===== src/rtl/ram_arbiter.sv =====
// Two-requester arbiter in front of a single-port synchronous RAM (IDLE -> ACCESS -> RESP).
// Optional feature macro RAM_ARB_RR_EN: round-robin arbitration instead of fixed processor priority.
module ram_arbiter #(
   parameter int ADDR_W = 8,
   parameter int DATA_W = 32
) (
   input  logic              clk,
   input  logic              rst,
   input  logic              p_req,
   input  logic              p_we,
   input  logic [ADDR_W-1:0] p_addr,
   input  logic [DATA_W-1:0] p_wdata,
   output logic              p_ack,
   output logic [DATA_W-1:0] p_rdata,
   input  logic              d_req,
   input  logic              d_we,
   input  logic [ADDR_W-1:0] d_addr,
   input  logic [DATA_W-1:0] d_wdata,
   output logic              d_ack,
   output logic [DATA_W-1:0] d_rdata,
   output logic [ADDR_W-3:0] ram_addr,
   output logic [DATA_W-1:0] ram_din,
   output logic              ram_we,
   input  logic [DATA_W-1:0] ram_dout,
   output logic              busy
);

   typedef enum logic [1:0] {
      IDLE   = 2'd0,
      ACCESS = 2'd1,
      RESP   = 2'd2
   } state_t;

   state_t            state_r;
   state_t            state_s;

   logic              grant_s;
   logic              grant_d_s;
   logic              sel_we_s;
   logic [ADDR_W-3:0] sel_word_s;
   logic [DATA_W-1:0] sel_wdata_s;

   logic              busy_s;
   logic              ram_we_s;
   logic              p_ack_s;
   logic              d_ack_s;

   logic              owner_d_r;
   logic              we_r;
   logic              busy_r;
   logic              ram_we_r;
   logic              p_ack_r;
   logic              d_ack_r;
   logic [ADDR_W-3:0] ram_addr_r;
   logic [DATA_W-1:0] ram_din_r;

`ifdef RAM_ARB_RR_EN
   logic              last_d_r;
`endif

   // Byte-offset bits are dropped on purpose: accesses are word aligned.
   logic              unused_s;
   assign unused_s = ^{p_addr[1:0], d_addr[1:0]};

   // Arbitration: pick the requester that would own an access granted this cycle.
   always_comb begin
`ifdef RAM_ARB_RR_EN
      if (p_req && d_req) begin
         grant_d_s = ~last_d_r;
      end else begin
         grant_d_s = d_req;
      end
`else
      grant_d_s = d_req & ~p_req;
`endif
      if (grant_d_s) begin
         sel_we_s    = d_we;
         sel_word_s  = d_addr[ADDR_W-1:2];
         sel_wdata_s = d_wdata;
      end else begin
         sel_we_s    = p_we;
         sel_word_s  = p_addr[ADDR_W-1:2];
         sel_wdata_s = p_wdata;
      end
   end

   // Next-state logic; arbitration only happens from IDLE.
   always_comb begin
      state_s = state_r;
      grant_s = 1'b0;
      case (state_r)
         IDLE: begin
            if (p_req || d_req) begin
               grant_s = 1'b1;
               state_s = ACCESS;
            end else begin
               state_s = IDLE;
            end
         end
         ACCESS: begin
            if (we_r) begin
               state_s = IDLE;
            end else begin
               state_s = RESP;
            end
         end
         RESP: begin
            state_s = IDLE;
         end
         default: begin
            state_s = IDLE;
         end
      endcase
   end

   // Next values of the registered outputs, so they line up with the state they belong to.
   always_comb begin
      busy_s   = (state_s != IDLE);
      ram_we_s = grant_s & sel_we_s;
      p_ack_s  = 1'b0;
      d_ack_s  = 1'b0;
      if (grant_s && sel_we_s) begin
         p_ack_s = ~grant_d_s;
         d_ack_s = grant_d_s;
      end else if ((state_r == ACCESS) && !we_r) begin
         p_ack_s = ~owner_d_r;
         d_ack_s = owner_d_r;
      end else begin
         p_ack_s = 1'b0;
         d_ack_s = 1'b0;
      end
   end

   // State register.
   always_ff @(posedge clk or posedge rst) begin
      if (rst) begin
         state_r <= IDLE;
      end else begin
         state_r <= state_s;
      end
   end

   // Command latch and registered outputs; reset drops any in-flight write before it reaches RAM.
   always_ff @(posedge clk or posedge rst) begin
      if (rst) begin
         owner_d_r  <= 1'b0;
         we_r       <= 1'b0;
         busy_r     <= 1'b0;
         ram_we_r   <= 1'b0;
         p_ack_r    <= 1'b0;
         d_ack_r    <= 1'b0;
         ram_addr_r <= {(ADDR_W-2){1'b0}};
         ram_din_r  <= {DATA_W{1'b0}};
      end else begin
         busy_r   <= busy_s;
         ram_we_r <= ram_we_s;
         p_ack_r  <= p_ack_s;
         d_ack_r  <= d_ack_s;
         if (grant_s) begin
            owner_d_r  <= grant_d_s;
            we_r       <= sel_we_s;
            ram_addr_r <= sel_word_s;
            ram_din_r  <= sel_wdata_s;
         end else begin
            owner_d_r  <= owner_d_r;
            we_r       <= we_r;
            ram_addr_r <= ram_addr_r;
            ram_din_r  <= ram_din_r;
         end
      end
   end

`ifdef RAM_ARB_RR_EN
   // Remembers who was granted last so the other side wins the next tie.
   always_ff @(posedge clk or posedge rst) begin
      if (rst) begin
         last_d_r <= 1'b0;
      end else if (grant_s) begin
         last_d_r <= grant_d_s;
      end else begin
         last_d_r <= last_d_r;
      end
   end
`endif

   assign busy     = busy_r;
   assign ram_we   = ram_we_r;
   assign ram_addr = ram_addr_r;
   assign ram_din  = ram_din_r;
   assign p_ack    = p_ack_r;
   assign d_ack    = d_ack_r;

   // Read data comes straight from the RAM during the response cycle and is zero otherwise.
   assign p_rdata = (p_ack_r && !we_r) ? ram_dout : {DATA_W{1'b0}};
   assign d_rdata = (d_ack_r && !we_r) ? ram_dout : {DATA_W{1'b0}};

endmodule


===== config.mk =====
export PLATFORM = sky130hd
export DESIGN_NAME = ram_arbiter
export DESIGN_NICKNAME = d
export VERILOG_FILES = /design/src/rtl/ram_arbiter.sv
export SDC_FILE = /design/constraint.sdc
export NUM_CORES = 1
export LEC_CHECK = 0
export ABC_AREA = 0
export CAP_MARGIN = 25
export CORE_MARGIN = 2
export CORE_UTILIZATION = 33
export CTS_CLUSTER_SIZE = 28
export DETAILED_ROUTE_END_ITERATION = 8
export PLACE_DENSITY = 0.82
export RECOVER_POWER = 50
export SLEW_MARGIN = 20
export SYNTH_ARGS = -nofsm -noshare
export SYNTH_HDL_FRONTEND = slang
export SYNTH_SLANG_ARGS = --single-unit

===== constraint.sdc =====
create_clock -name clk -period 2.13 [get_ports clk]
set_clock_uncertainty 0.2 [all_clocks]
set_input_delay 0.426 -clock clk [delete_from_list [all_inputs] [get_ports clk]]
set_output_delay 0.426 -clock clk [all_outputs]
set_load 0.02 [all_outputs]

Word level (Yosys, flattened, before mapping)
Cells that the tools add are included.
{"block": "word_totals", "elab_cells": 37, "in_bits": 118, "output_inout_bits": 106, "reg_bits": 46}
{"block": "classes", "n_bitwise": 5, "reduce_logical": 8, "n_eq_ne": 1, "mux": 14}
{"op": "32-bit two-way mux", "n": 3}
{"op": "1-bit two-way mux", "n": 8}
{"op": "6-bit two-way mux", "n": 1}
{"op": "1-bit logical AND", "n": 4}
{"op": "2-bit case mux with 2 select lines", "n": 1}
{"op": "1-bit NOT", "n": 3}
{"op": "1-bit AND", "n": 2}
{"op": "2-bit by 1-bit == test with 1-bit output (second input constant)", "n": 1}
{"op": "2-bit logical NOT", "n": 1}
{"op": "2-bit two-way mux", "n": 1}
{"op": "2-bit nonzero test", "n": 1}
{"op": "1-bit logical NOT", "n": 1}
{"op": "1-bit logical OR", "n": 1}

Depth between registers and ports, before layout
Gate-level depths: netlist (run 1).
{"block": "depth", "ltp_word": 5, "depth_mapped": 5}

Least setup slack after synthesis (run 1)
Ideal clock, no wire load.
{"block": "synth_path", "path_kind": "register to output", "from": "register d_ack_r, in the netlist d_ack", "to": "output d_rdata[10]", "n_path_buf": 1, "path_stages_with_launch": 4, "path_slack_ns": 0.358, "arrival_ns": 1.146, "path_cell_list": "dfrtp_1 nor2b_1 clkbuf_1 and2_1"}
{"block": "synth_between", "elab_chain_cells": 2}
{"item": "start: declaration", "line": "53", "source": "logic d_ack_r;"}
{"item": "start signal: assignment", "line": "158", "source": "d_ack_r <= d_ack_s;"}
{"item": "1-bit logical AND", "line": "195", "source": "assign d_rdata = (d_ack_r && !we_r) ? ram_dout : {DATA_W{1'b0}};"}
{"item": "32-bit two-way mux", "line": "195"}
{"item": "end: declaration", "line": "20", "source": "output logic [DATA_W-1:0] d_rdata,"}
Every way passes these cells.

Worst setup path in the final report (run 1)
{"block": "layout_path", "from": "register we_r", "to": "output p_rdata[9]"}
{"block": "layout_between", "elab_chain_cells": 3}
{"item": "start: declaration", "line": "49", "source": "logic we_r;"}
{"item": "start signal: assignment", "line": "161", "source": "we_r <= sel_we_s;"}
{"item": "start signal: assignment", "line": "166", "source": "we_r <= we_r;"}
{"item": "1-bit logical NOT", "line": "194", "source": "assign p_rdata = (p_ack_r && !we_r) ? ram_dout : {DATA_W{1'b0}};"}
{"item": "1-bit logical AND", "line": "194"}
{"item": "32-bit two-way mux", "line": "194"}
{"item": "end: declaration", "line": "14", "source": "output logic [DATA_W-1:0] p_rdata,"}
Every way passes these cells.

==> results.md, run 1 <==
Timing:
- Setup violations remaining at the end of the flow were counted as 0.
- The total count of max-transition violations in the final report came to 0.
- The time the worst path needs with I/O delays and setup is 2050 ps.
- Setup repair after global routing left no endpoint under its margin.
- In this run the tightest slew margin relative to its limit is 20.1%.
- The hold violation count in the final report was 0.
- For the pin with the worst max-slew slack, the measured transition is 1200 ps.
- The worst hold-check slack is 303 ps.
- The total negative setup slack is 0 ps.
- The ratio of final minimum period to clock period is ~96%.
- Based on the critical path, the design can be clocked at up to 487 MHz.

Setup path:
- The worst reg-to-reg path cell count is 4.
- The most critical setup path has its startpoint at we_r.
- In this run the critical register-to-register path is launched from state_r[1].
- The capturing element type of the critical path is an output port.
- Data arrives at the worst endpoint at 1430 ps.
- For the worst setup path, the data required time is 1500 ps.
- The path type of the worst setup path is reg2out.
- The worst setup path is launched from a register.
- Along the worst path, the maximum fanout reaches 32.

Floorplanning:
- The row count is 33.
- The horizontal extent of the die is 95.8 µm.
- The die height is around 96 µm.
- The effective utilization at floorplan is 34.0%.
- The die covers 9180 µm².
- Pin placement for this block handled 224 I/O pins.
- The core footprint is 8180 µm².

Synthesis:
- The number of library cell types mapped by synthesis is 23.
- Synthesis produced 221 cells.
- The number of storage elements in the synthesis netlist is 46.
- The share of the synthesized area in the top cell type is 41.4%.
- After synthesis, the cell types taking the most area are dfrtp_1 41%, mux2_4 22%, mux2_2 15%.
- The net count of the mapped netlist is ~340.
- The library cell with the largest summed area after synthesis is dfrtp_1.
- The portion of the post-synthesis area used by sequential elements is 41.4%.
- The mapped netlist covers between 2000 and 3000 µm².
- For this run, the number of Yosys warnings is 0.
- The mean cell area of the mapped netlist is roughly 13 µm².

Global route:
- The first-pass GRT wire length is 12,300 µm.
- The number of global-route vias before repair is 2,579.
- The initial antenna violation count is 2.
- Across every metal layer, demand over resource in global routing totals 17.4%.
- The pin count of the biggest net entering global routing is 33.
- Summed over all layers, the global routing overflow is 0.

Route:
- In the routed design, unresolved DRC markers number 0.
- The total length of routed wires is between 8000 and 9000 µm.
- Detailed routing placed a total of 847 µm of wire on met3.
- Dividing the detail-routed via count by the number of cells gives 4.59.
- The highest layer touched by signal routing is met4.
- The detailed router put a total of about 2800 µm of wire on met1.
- The pre-antenna-repair detailed-routing pass consisted of 4 iterations.
- Wire segments on met2 add up to 4430 µm in the final route.
- The detailed-route via count is between 2,000 and 3,000.
- The violation count after the first detailed-routing iteration is 33.
- The routed length per placed instance is ~15 µm.
- Once detail routing completed, the nets flagged for antenna violations numbered 0.

Clock network:
- The clock tree root driver cell is clkbuf_8.
- The clock passes through at most 2 buffers.
- The insertion delay of the later-clocked pin in the worst-skew pair is 290 ps.
- The CTS sink count is 46.
- Counting the buffers created by CTS gives 5.
- The H-tree was split into 2 levels.
- The post-CTS clock slew at the launch and capture registers of the worst setup and hold paths is 90 ps.
- The hold buffer count at CTS is 0.
- TritonCTS built the clock tree.
- Once the clock tree was built, the setup fixing pass inserted 0 buffers.

Pwr:
- Sequential cells burn 26.8% of the power.
- Dividing total power by cell area gives a power density of 1180 nW/µm².
- The net switching power is 2.24 mW.
- The switching power share of the total is 38.2%.
- The internal cell power is 3.61 mW.
- The largest voltage drop on the vdd net is 0.748 mV.
- In this run the static leakage power is 2.27 nW.
- The fraction of power consumed by combinational cells is between 60 and 70%.
- The part of the power in the clock network is a little over a tenth.

Worst hold path:
- In this run the worst hold path is classified as reg2reg.
- The hold path startpoint is state_r[0].
- Counting instances, the worst hold path has a depth of 1.

Finish:
- The post-route netlist has 33.4% of its cells at a drive strength greater than 1.
- After the last flow step, the layout net total stands at around 570.
- The area growth from synthesis to layout is 77.7%.
- The final non-filler cell area is ~5000 µm².

Placed design:
- At the end of routability-driven placement, the weighted congestion stood at 0.776.
- After legalization and detailed placement, the total HPWL measured 6850 µm.
- The cell area reported after detailed placement is 5210 µm².
- The number of input and output port buffers inserted is 219.

Run status:
- The flow ran to the end, and the final reports show no timing, DRC or antenna violations.

Flow run:
- The tool flagged a number of max-cap violations equal to 0.
[through the flow]
stage / utilization (%) / total power, mW / cells / worst slack (ps)
4_1_cts: 65.4 / 6.09 / 557 / -13.2
3_3_place_gp: 63.8 / 5.46 / 549 / -152
3_5_place_dp: 63.8 / 5.52 / 549 / -143
2_1_floorplan: - / 3.64 / 221 / 358
5_1_grt: 60.5 / 6.18 / 559 / 9.27
6_report: 60.5 / 5.85 / 559 / 78.3
[worst paths after layout]
kind                       slack [ps]          end
setup / recovery                   80   p_rdata[9]
hold / removal                    300       ram_we
setup reg to reg                  420  ram_addr[1]
hold reg to reg                   300       ram_we
max in group asynchronous         360  ram_din[15]
min in group asynchronous         400  ram_addr[1]
[state kept, by name (all words and copies together) (netlist names)]
name / cells
busy: 1
d_ack: 1
owner_d_r: 1
p_ack: 1
ram_addr: 6
ram_din: 32
ram_we: 1
state_r: 2
we_r: 1
[power by group through the flow]
stage | combinational, mW | clock, mW | sequential, mW
finish | 3.64 | 0.643 | 1.56
global route | 3.86 | 0.692 | 1.63
CTS | 3.85 | 0.662 | 1.58
detailed placement | 3.94 | 0 | 1.58
floorplan | 1.59 | 0 | 2.06
global placement | 3.90 | 0 | 1.55
[layout by cell type (no fill, tap or decap), types with 2 or more instances in the layout]
cell type        instances
mux2_1                  15
mux2_4                  25
o21ai_0                  2
inv_1                    2
buf_6                    3
a21oi_1                  2
nor2b_1                  2
and2_1                  64
clkbuf_1                 4
clkdlybuf4s15_2          2
mux2_2                  36
buf_2                   30
diode_2                  2
clkbuf_8                 5
clkdlybuf4s50_1        144
buf_4                    5
dfrtp_1                 46
dlygate4sd3_1           11
buf_12                   4
clkbuf_2                34
nor2b_2                  2
[metal layers]
metal | GRT usage [%] | up-vias
li1 | - | 1218
met1 | 17.4 | 1204
met2 | 33.0 | 131
met3 | 5.40 | 11
met4 | 7.62 | 0
met5 | 0 | -
[cell type report]
cell class	count	area, µm²
Tap cell	105	131
Inverter	2	7.51
Antenna cell	2	5.00
Clock inverter	3	43.8
Clock buffer	5	68.8
Sequential cell	46	1150
Timing Repair Buffer	237	2060
Fill cell	723	3230
Multi-Input combinational cell	159	1480
[cells by family after synthesis]
family | Yosys count | share of synthesized area [%]
AO/OA/AOI/OAI | 9 | 2.11
buffers and inverters | 16 | 3.55
flip-flops | 46 | 41.4
multiplexers | 76 | 36.2
AND/OR/NAND/NOR | 74 | 16.8
[synth_stat cells (all sizes together)]
cell	number
inv	2
dfrtp	46
nor2	1
o21a	1
a32o	1
mux2	76
nand3	1
clkbuf	6
a21oi	2
or3b	1
and2	64
o21ai	2
buf	8
nor3	1
o211ai	1
nor2b	4
a31oi	1
a22oi	1
nand2b	2
[critical path, stage by stage (launching register included)]
cell             delay (ps)
dfrtp_1                 410
nor2b_2                 160
buf_12                  170
and2_1                  140
clkdlybuf4s15_2         250
[repair_timing]
action,CTS,global route
gates resized for setup,146,80
pin swaps,0,0
endpoints found under the setup margin,64,56
(Power assumes the default switching activity.)
==> inputs of run 2 (changes only) <==
--- a/config.mk
+++ b/config.mk
@@ -11,7 +11,7 @@
 export CORE_UTILIZATION = 33
 export CTS_CLUSTER_SIZE = 28
 export DETAILED_ROUTE_END_ITERATION = 8
-export PLACE_DENSITY = 0.82
+export PLACE_DENSITY = 0.91
 export RECOVER_POWER = 50
 export SLEW_MARGIN = 20
 export SYNTH_ARGS = -nofsm -noshare
==> results.md, run 2 (synthesis results as in run 1) <==
Pwr:
- The largest voltage drop on the vdd net is 0.712 mV (-4.8%).
- The cell area power density is 1160 nW/µm² (-1.8%).
- The switching power share of the total was 38.2% (-0.041 points).
- The fraction of power consumed by combinational cells is 64.4% (+2.1 points).
- The part of the power in the clock network came to 8.8% (-2.2 points).
- The cell leakage power came to 2.36 nW (+3.9%).
- The internal cell power was 3.66 mW (+1.5%).
- The net switching power is 2.27 mW (+1.3%).
- The fraction of power consumed by sequential logic came to 26.8% (about the same).

Setup path:
- The data arrival time of the worst path was 1440 ps (about the same).
- The largest fanout of any net on the critical path was 15 (-53%).
- The path type of the worst setup path is reg2out.
- Traced cell by cell, the critical path runs through nor2b_4, buf_4, buf_6, and2_1, buf_2.
- The kind of launch point of the worst setup path is a register.
- Among all stages on the critical path, the largest delay is contributed by dfrtp_2.
- The critical path starts at we_r.
- The reg-to-reg startpoint is state_r[1].
- STA classifies the critical path endpoint as an output port.
- The data required time of the critical path is 1500 ps (about the same).
- The highest cell delay on the worst timing path came to 450 ps (+40 ps).

Timing:
- The final setup slack of the worst path came to 63.3 ps (-15.0 ps).
- The total negative setup slack is 0 ps (unchanged).
- The total count of max-transition violations in the final report was 0 (unchanged).
- The headroom to the max-slew limit was 55.1% (+35 points).
- The hold violation count in the final report is 0 (unchanged).
- The slew at the pin closest to its max-slew limit is 672 ps (-526 ps).
- The time the worst path needs with I/O delays and setup was 2070 ps (+15.0 ps).
- Setup repair after global routing could not meet its margin everywhere.
- The ratio of final minimum period to clock period is 97.0% (+0.70 points).
- The highest attainable clock frequency is 484 MHz (-0.73%).
- The final setup violation count is 0 (unchanged).

Clock network:
- The insertion delay of the later-clocked pin in the worst-skew pair is 290 ps (about the same).
- The clock tree root driver cell is clkbuf_8.
- The CTS sink count came to 46 (unchanged).
- The post-CTS clock slew at the launch and capture registers of the worst setup and hold paths came to 80 ps (about the same).
- The clock tree from TritonCTS is yes.
- The maximum buffer depth of the clock tree is 2 (unchanged).
- The maximum level of the CTS H-tree came to 2 (unchanged).
- The total clock buffers created by CTS is 5 (unchanged).
- The hold buffer count at CTS is 0 (unchanged).

Placed design:
- The number of input and output port buffers inserted is 219 (unchanged).
- The worst-case setup slack after placement is -163 ps (-20.4 ps).
- The cell count after placement is 546 (-0.55%).
- The detailed placer's ending HPWL is 7300 µm (+6.6%).
- The final weighted congestion in routability-driven placement is 0.785 (+1.1%).
- The cell area reported after detailed placement was 5200 µm² (-0.19%).

Floorplanning:
- The row count was 33 (unchanged).
- The die outline area is 9180 µm² (unchanged).
- The effective utilization at floorplan came to 34.0% (unchanged).
- The die height came to 95.8 µm (unchanged).
- The number of placed I/O pins is 224 (unchanged).
- The horizontal extent of the die was 95.8 µm (unchanged).
- The core footprint is 8180 µm² (unchanged).

Global route:
- The pin count of the biggest net entering global routing is 33 (unchanged).
- The global-route usage over all layers was 18.7% (+1.3 points).
- The first-pass GRT wire length is 13,200 µm (+6.7%).
- The number of global-route vias before repair was 2,745 (+6.4%).
- The initial antenna violation count is 0 (-2).
- The residual overflow from global routing is 0 (unchanged).

Finish:
- The fraction of layout instances using a drive strength above 1 is 37.2% (+3.8 points).
- The area growth from synthesis to layout is 83.5%.
- The final non-filler cell area was 5100 µm² (+3.2%).
- Leaving out fill and tap cells, the most frequent cells in the layout are 153 x clkdlybuf4s50_1, 64 x and2_1, 45 x dfrtp_1.
- The count of fill cells added during filler insertion is 679 (-6.1%).
- The count of placed standard cells in the final layout, fillers left out was 554 (-0.89%).
- The number of inserted diodes was 0 (-2).
- The net count of the finished layout is 568 (-0.18%).
- The library cell used most frequently in the layout, excluding fill and tap cells, is clkdlybuf4s50_1.
- The flip-flop count of the largest register after layout came to 32 (unchanged).

Route:
- The remaining routing DRC violations was 0 (unchanged).
- The remaining number of nets flagged by the antenna check after routing is 0 (unchanged).
- The first-pass iteration count of the detailed router is 4 (unchanged).
- The total length of routed wires came to 8840 µm (+6.9%).
- The routed length per placed instance is 16.0 µm (+7.8%).
- The violation count after the first detailed-routing iteration is 46 (+39%).
- The per-cell via count in the routed design is 4.63 (+0.98%).
- The detailed-route via count is 2,566 (+0.078%).

Worst hold path:
- The type of the worst min-delay path is reg2reg.
- The worst hold path begins at state_r[0].

Run status:
- The run finished with clean final reports.

Flow run:
- The max-capacitance violation count is 0 (unchanged).
## run 2: worst max-delay path: cells and delay by family (launching register included)
kind                   cells  cell delay, ps
buffers and inverters      3             440
flip-flops                 1             450
AND/OR/NAND/NOR            2             260
## run 2: timing repair
action                                  in CTS  in global routing
setup buffers                                1                  0
gates resized for setup                    225                 29
cloned                                       1                  0
endpoints found under the setup margin      64                 52
hold endpoints to repair                     0                  0
## run 2: cell type report
type	count	area, µm²	share of cell area [%]
well taps	105	131	2.57
multi-input cells	159	1550	30.3
inverters	2	7.51	0.147
clock buffers	6	82.6	1.62
flip-flops and latches	46	1150	22.6
repair buffers	236	2180	42.7
## run 2: final timing paths
check	to	slack (ps)	depth (start not counted)
max in group asynchronous	we_r	320	3
worst min register to register	ram_we	290	1
worst min-delay path	ram_we	290	1
worst max register to register	ram_din[17]	430	4
worst max-delay path	p_rdata[19]	60	5
min in group asynchronous	ram_din[21]	470	2
## run 2: routing by layer
| metal | track usage [%] | share of wire (%) | vias to the layer above |
|---|---|---|---|
| met5 | 0 | 0 | - |
| met4 | 6.19 | 1.7 | 0 |
| met3 | 5.48 | 10 | 11 |
| met2 | 37.8 | 56 | 147 |
| met1 | 17.6 | 32 | 1201 |
| li1 | - | - | 1207 |
## run 2: per-stage QoR
step | hold WS (ps) | utilization, % | power, mW
global placement | 263 | 63.7 | 5.43
global route | 289 | 62.4 | 6.25
finish | 286 | 62.4 | 5.93
detailed placement | 267 | 63.7 | 5.54
CTS | 250 | 63.6 | 5.99
floorplan | 241 | - | 3.64
## run 2: power by group through the flow
stage / clock network [mW] / logic, mW / registers (mW)
6_report: 0.519 / 3.82 / 1.59
5_1_grt: 0.568 / 4.04 / 1.65
4_1_cts: 0.537 / 3.87 / 1.59
3_5_place_dp: 0 / 3.96 / 1.58
3_3_place_gp: 0 / 3.87 / 1.56
2_1_floorplan: 0 / 1.59 / 2.06
==> inputs of run 3 (changes only) <==
--- a/config.mk
+++ b/config.mk
@@ -11,8 +11,9 @@
 export CORE_UTILIZATION = 33
 export CTS_CLUSTER_SIZE = 28
 export DETAILED_ROUTE_END_ITERATION = 8
+export GPL_TIMING_DRIVEN = 1
 export PLACE_DENSITY = 0.91
-export RECOVER_POWER = 50
+export RECOVER_POWER = 25
 export SLEW_MARGIN = 20
 export SYNTH_ARGS = -nofsm -noshare
 export SYNTH_HDL_FRONTEND = slang
==> results.md, run 3 (synthesis results as in run 1) <==
Global route:
- The number of global-route vias before repair is 2,745 (unchanged).
- The global-route usage over all layers is 18.7% (unchanged).
- The residual overflow from global routing came to 0 (unchanged).
- The initial antenna violation count was 0 (unchanged).
- The first-pass GRT wire length came to 13,200 µm (unchanged).
- The pin count of the biggest net entering global routing was 33 (unchanged).

Timing:
- The worst hold-check slack is 286 ps (unchanged).
- The hold violation count in the final report came to 0 (unchanged).
- The highest attainable clock frequency was 484 MHz (unchanged).
- The total negative setup slack is 0 ps (unchanged).
- The final setup slack of the worst path is 63.3 ps (unchanged).
- The headroom to the max-slew limit is 55.1% (unchanged).
- The time the worst path needs with I/O delays and setup is 2070 ps (unchanged).
- Setup repair after global routing could not meet its margin everywhere.
- The ratio of final minimum period to clock period is 97.0% (unchanged).
- The slew at the pin closest to its max-slew limit is 672 ps (unchanged).
- The total count of max-transition violations in the final report is 0 (unchanged).
- The final setup violation count came to 0 (unchanged).

Finish:
- The final standard cell utilization of the core was 62.4% (unchanged).
- The final non-filler cell area was 5100 µm² (unchanged).
- Leaving out fill and tap cells, the most frequent cell in the layout is clkdlybuf4s50_1.
- The flip-flop count of the largest register after layout is 32 (unchanged).
- The fraction of layout instances using a drive strength above 1 came to 37.2% (unchanged).
- The area growth from synthesis to layout is 83.5% (unchanged).
- The number of inserted diodes is 0 (unchanged).
- The library cells used most frequently in the layout, excluding fill and tap cells, are 154 x clkdlybuf4s50_1, 64 x and2_1, 45 x dfrtp_1.
- The net count of the finished layout is 568 (unchanged).

Setup path:
- The reg-to-reg startpoint is state_r[1].
- The largest individual stage delay along the critical path comes from the cell dfrtp_2.
- The highest cell delay on the worst timing path was 450 ps (about the same).
- The data arrival time of the worst path came to 1440 ps (about the same).
- The worst setup path is launched from a register.
- The largest fanout of any net on the critical path came to 15 (unchanged).
- The data required time of the critical path is 1500 ps (about the same).
- The capturing element type of the critical path is an output port.
- The slack of the worst reg-to-reg path was 430 ps (about the same).
- The worst register-to-register path ends at ram_din[17].
- The worst setup path is of the reg2out kind.
- The critical path goes through nor2b_4, buf_4, buf_6, and2_1, buf_2.
- The worst reg-to-reg path cell count is 4 (unchanged).

Floorplanning:
- The row count was 33 (unchanged).
- The number of placed I/O pins came to 224 (unchanged).
- The effective utilization at floorplan came to 34.0% (unchanged).
- The horizontal extent of the die came to 95.8 µm (unchanged).
- The die outline area is 9180 µm² (unchanged).
- The core footprint is 8180 µm² (unchanged).
- The die height was 95.8 µm (unchanged).

Clock network:
- The total clock buffers created by CTS is 5 (unchanged).
- The maximum buffer depth of the clock tree is 2 (unchanged).
- The maximum level of the CTS H-tree is 2 (unchanged).
- The insertion delay of the later-clocked pin in the worst-skew pair was 290 ps (about the same).
- TritonCTS built the clock tree.
- The CTS sink count came to 46 (unchanged).
- The post-CTS clock slew at the launch and capture registers of the worst setup and hold paths is 80 ps (about the same).
- The cell sitting at the root of the clock tree is a clkbuf_8.

Placed design:
- The detailed placer's ending HPWL is 7300 µm (unchanged).
- The worst-case setup slack after placement is -163 ps (unchanged).
- The number of input and output port buffers inserted came to 219 (unchanged).
- The cell area reported after detailed placement was 5200 µm² (unchanged).
- The final weighted congestion in routability-driven placement is 0.785 (unchanged).

Pwr:
- The largest voltage drop on the vdd net is 0.712 mV (about the same).
- The cell area power density was 1160 nW/µm² (about the same).
- The cell leakage power came to 2.36 nW (about the same).

Route:
- The first-pass iteration count of the detailed router is 4 (unchanged).
- The violation count after the first detailed-routing iteration is 46 (unchanged).
- The remaining number of nets flagged by the antenna check after routing is 0 (unchanged).
- The per-cell via count in the routed design came to 4.63 (unchanged).
- The total length of routed wires is 8840 µm (unchanged).
- The remaining routing DRC violations is 0 (unchanged).
- The detailed-route via count is 2,566 (unchanged).
- The routed length per placed instance is 16.0 µm (unchanged).

Worst hold path:
- The worst hold path begins at state_r[0].
- The endpoint of the worst hold-timing path is ram_we.
- The cell depth of the worst hold path is 1 (unchanged).
- The type of the worst min-delay path is reg2reg.

Run status:
- The run finished with clean final reports.

Flow run:
- The max-capacitance violation count is 0 (unchanged).
## run 3: cell count changes in the layout (fill, tap and decap cells not counted), sizes merged
cell,delta
dlygate4sd3,-1
clkdlybuf4s50,+1
## run 3: where the power goes
part	internal [mW]	total, mW	switching, mW
Sequential	1.32	1.59	0.269
Clock	0.251	0.519	0.269
Combinational	2.09	3.82	1.73
Total	3.66	5.93	2.27
## run 3: timing repair
action | 4_1_cts | 5_1_grt
buffers inserted | 1 | 0
gates cloned | 1 | 0
resized for setup | 225 | 29
hold buffers | 0 | 0
setup endpoints to repair | 64 | 52
## run 3: final cells by class
| cell class | instances | area (µm²) |
|---|---|---|
| repair buffers | 236 | 2180 |
| fillers | 679 | 3070 |
| well taps | 105 | 131 |
| clock buffers | 6 | 82.6 |
| multi-input cells | 159 | 1550 |
| flip-flops and latches | 46 | 1150 |
| inverters | 2 | 7.51 |
## run 3: worst max path at each step
stage / start / to / cells past startpoint
after floorplan: d_ack / d_rdata[10] / 3
after global placement: ram_dout[24] / d_rdata[24] / 3
after detailed placement: ram_dout[24] / d_rdata[24] / 3
after CTS: we_r / d_rdata[13] / 4
after global routing: we_r / p_rdata[1] / 5
final: we_r / p_rdata[19] / 5
## run 3: through the flow
stage	std cells	power, mW
floorplan	221	3.64
detailed placement	546	5.54
CTS	554	5.99
finish	554	5.93
global route	554	6.25
global placement	546	5.43
## run 3: routing by layer
layer / global-route usage (%) / wire length (µm) / vias up
met4: 6.19 / 153 / 0
met2: 37.8 / 4940 / 147
met3: 5.48 / 886 / 11
li1: - / - / 1207
met5: 0 / 0 / -
met1: 17.6 / 2860 / 1201
## run 3: critical path: cells and delay by family (launching register included)
kind                   cells  cell delay (ps)
flip-flops                 1              450
AND/OR/NAND/NOR            2              260
buffers and inverters      3              440
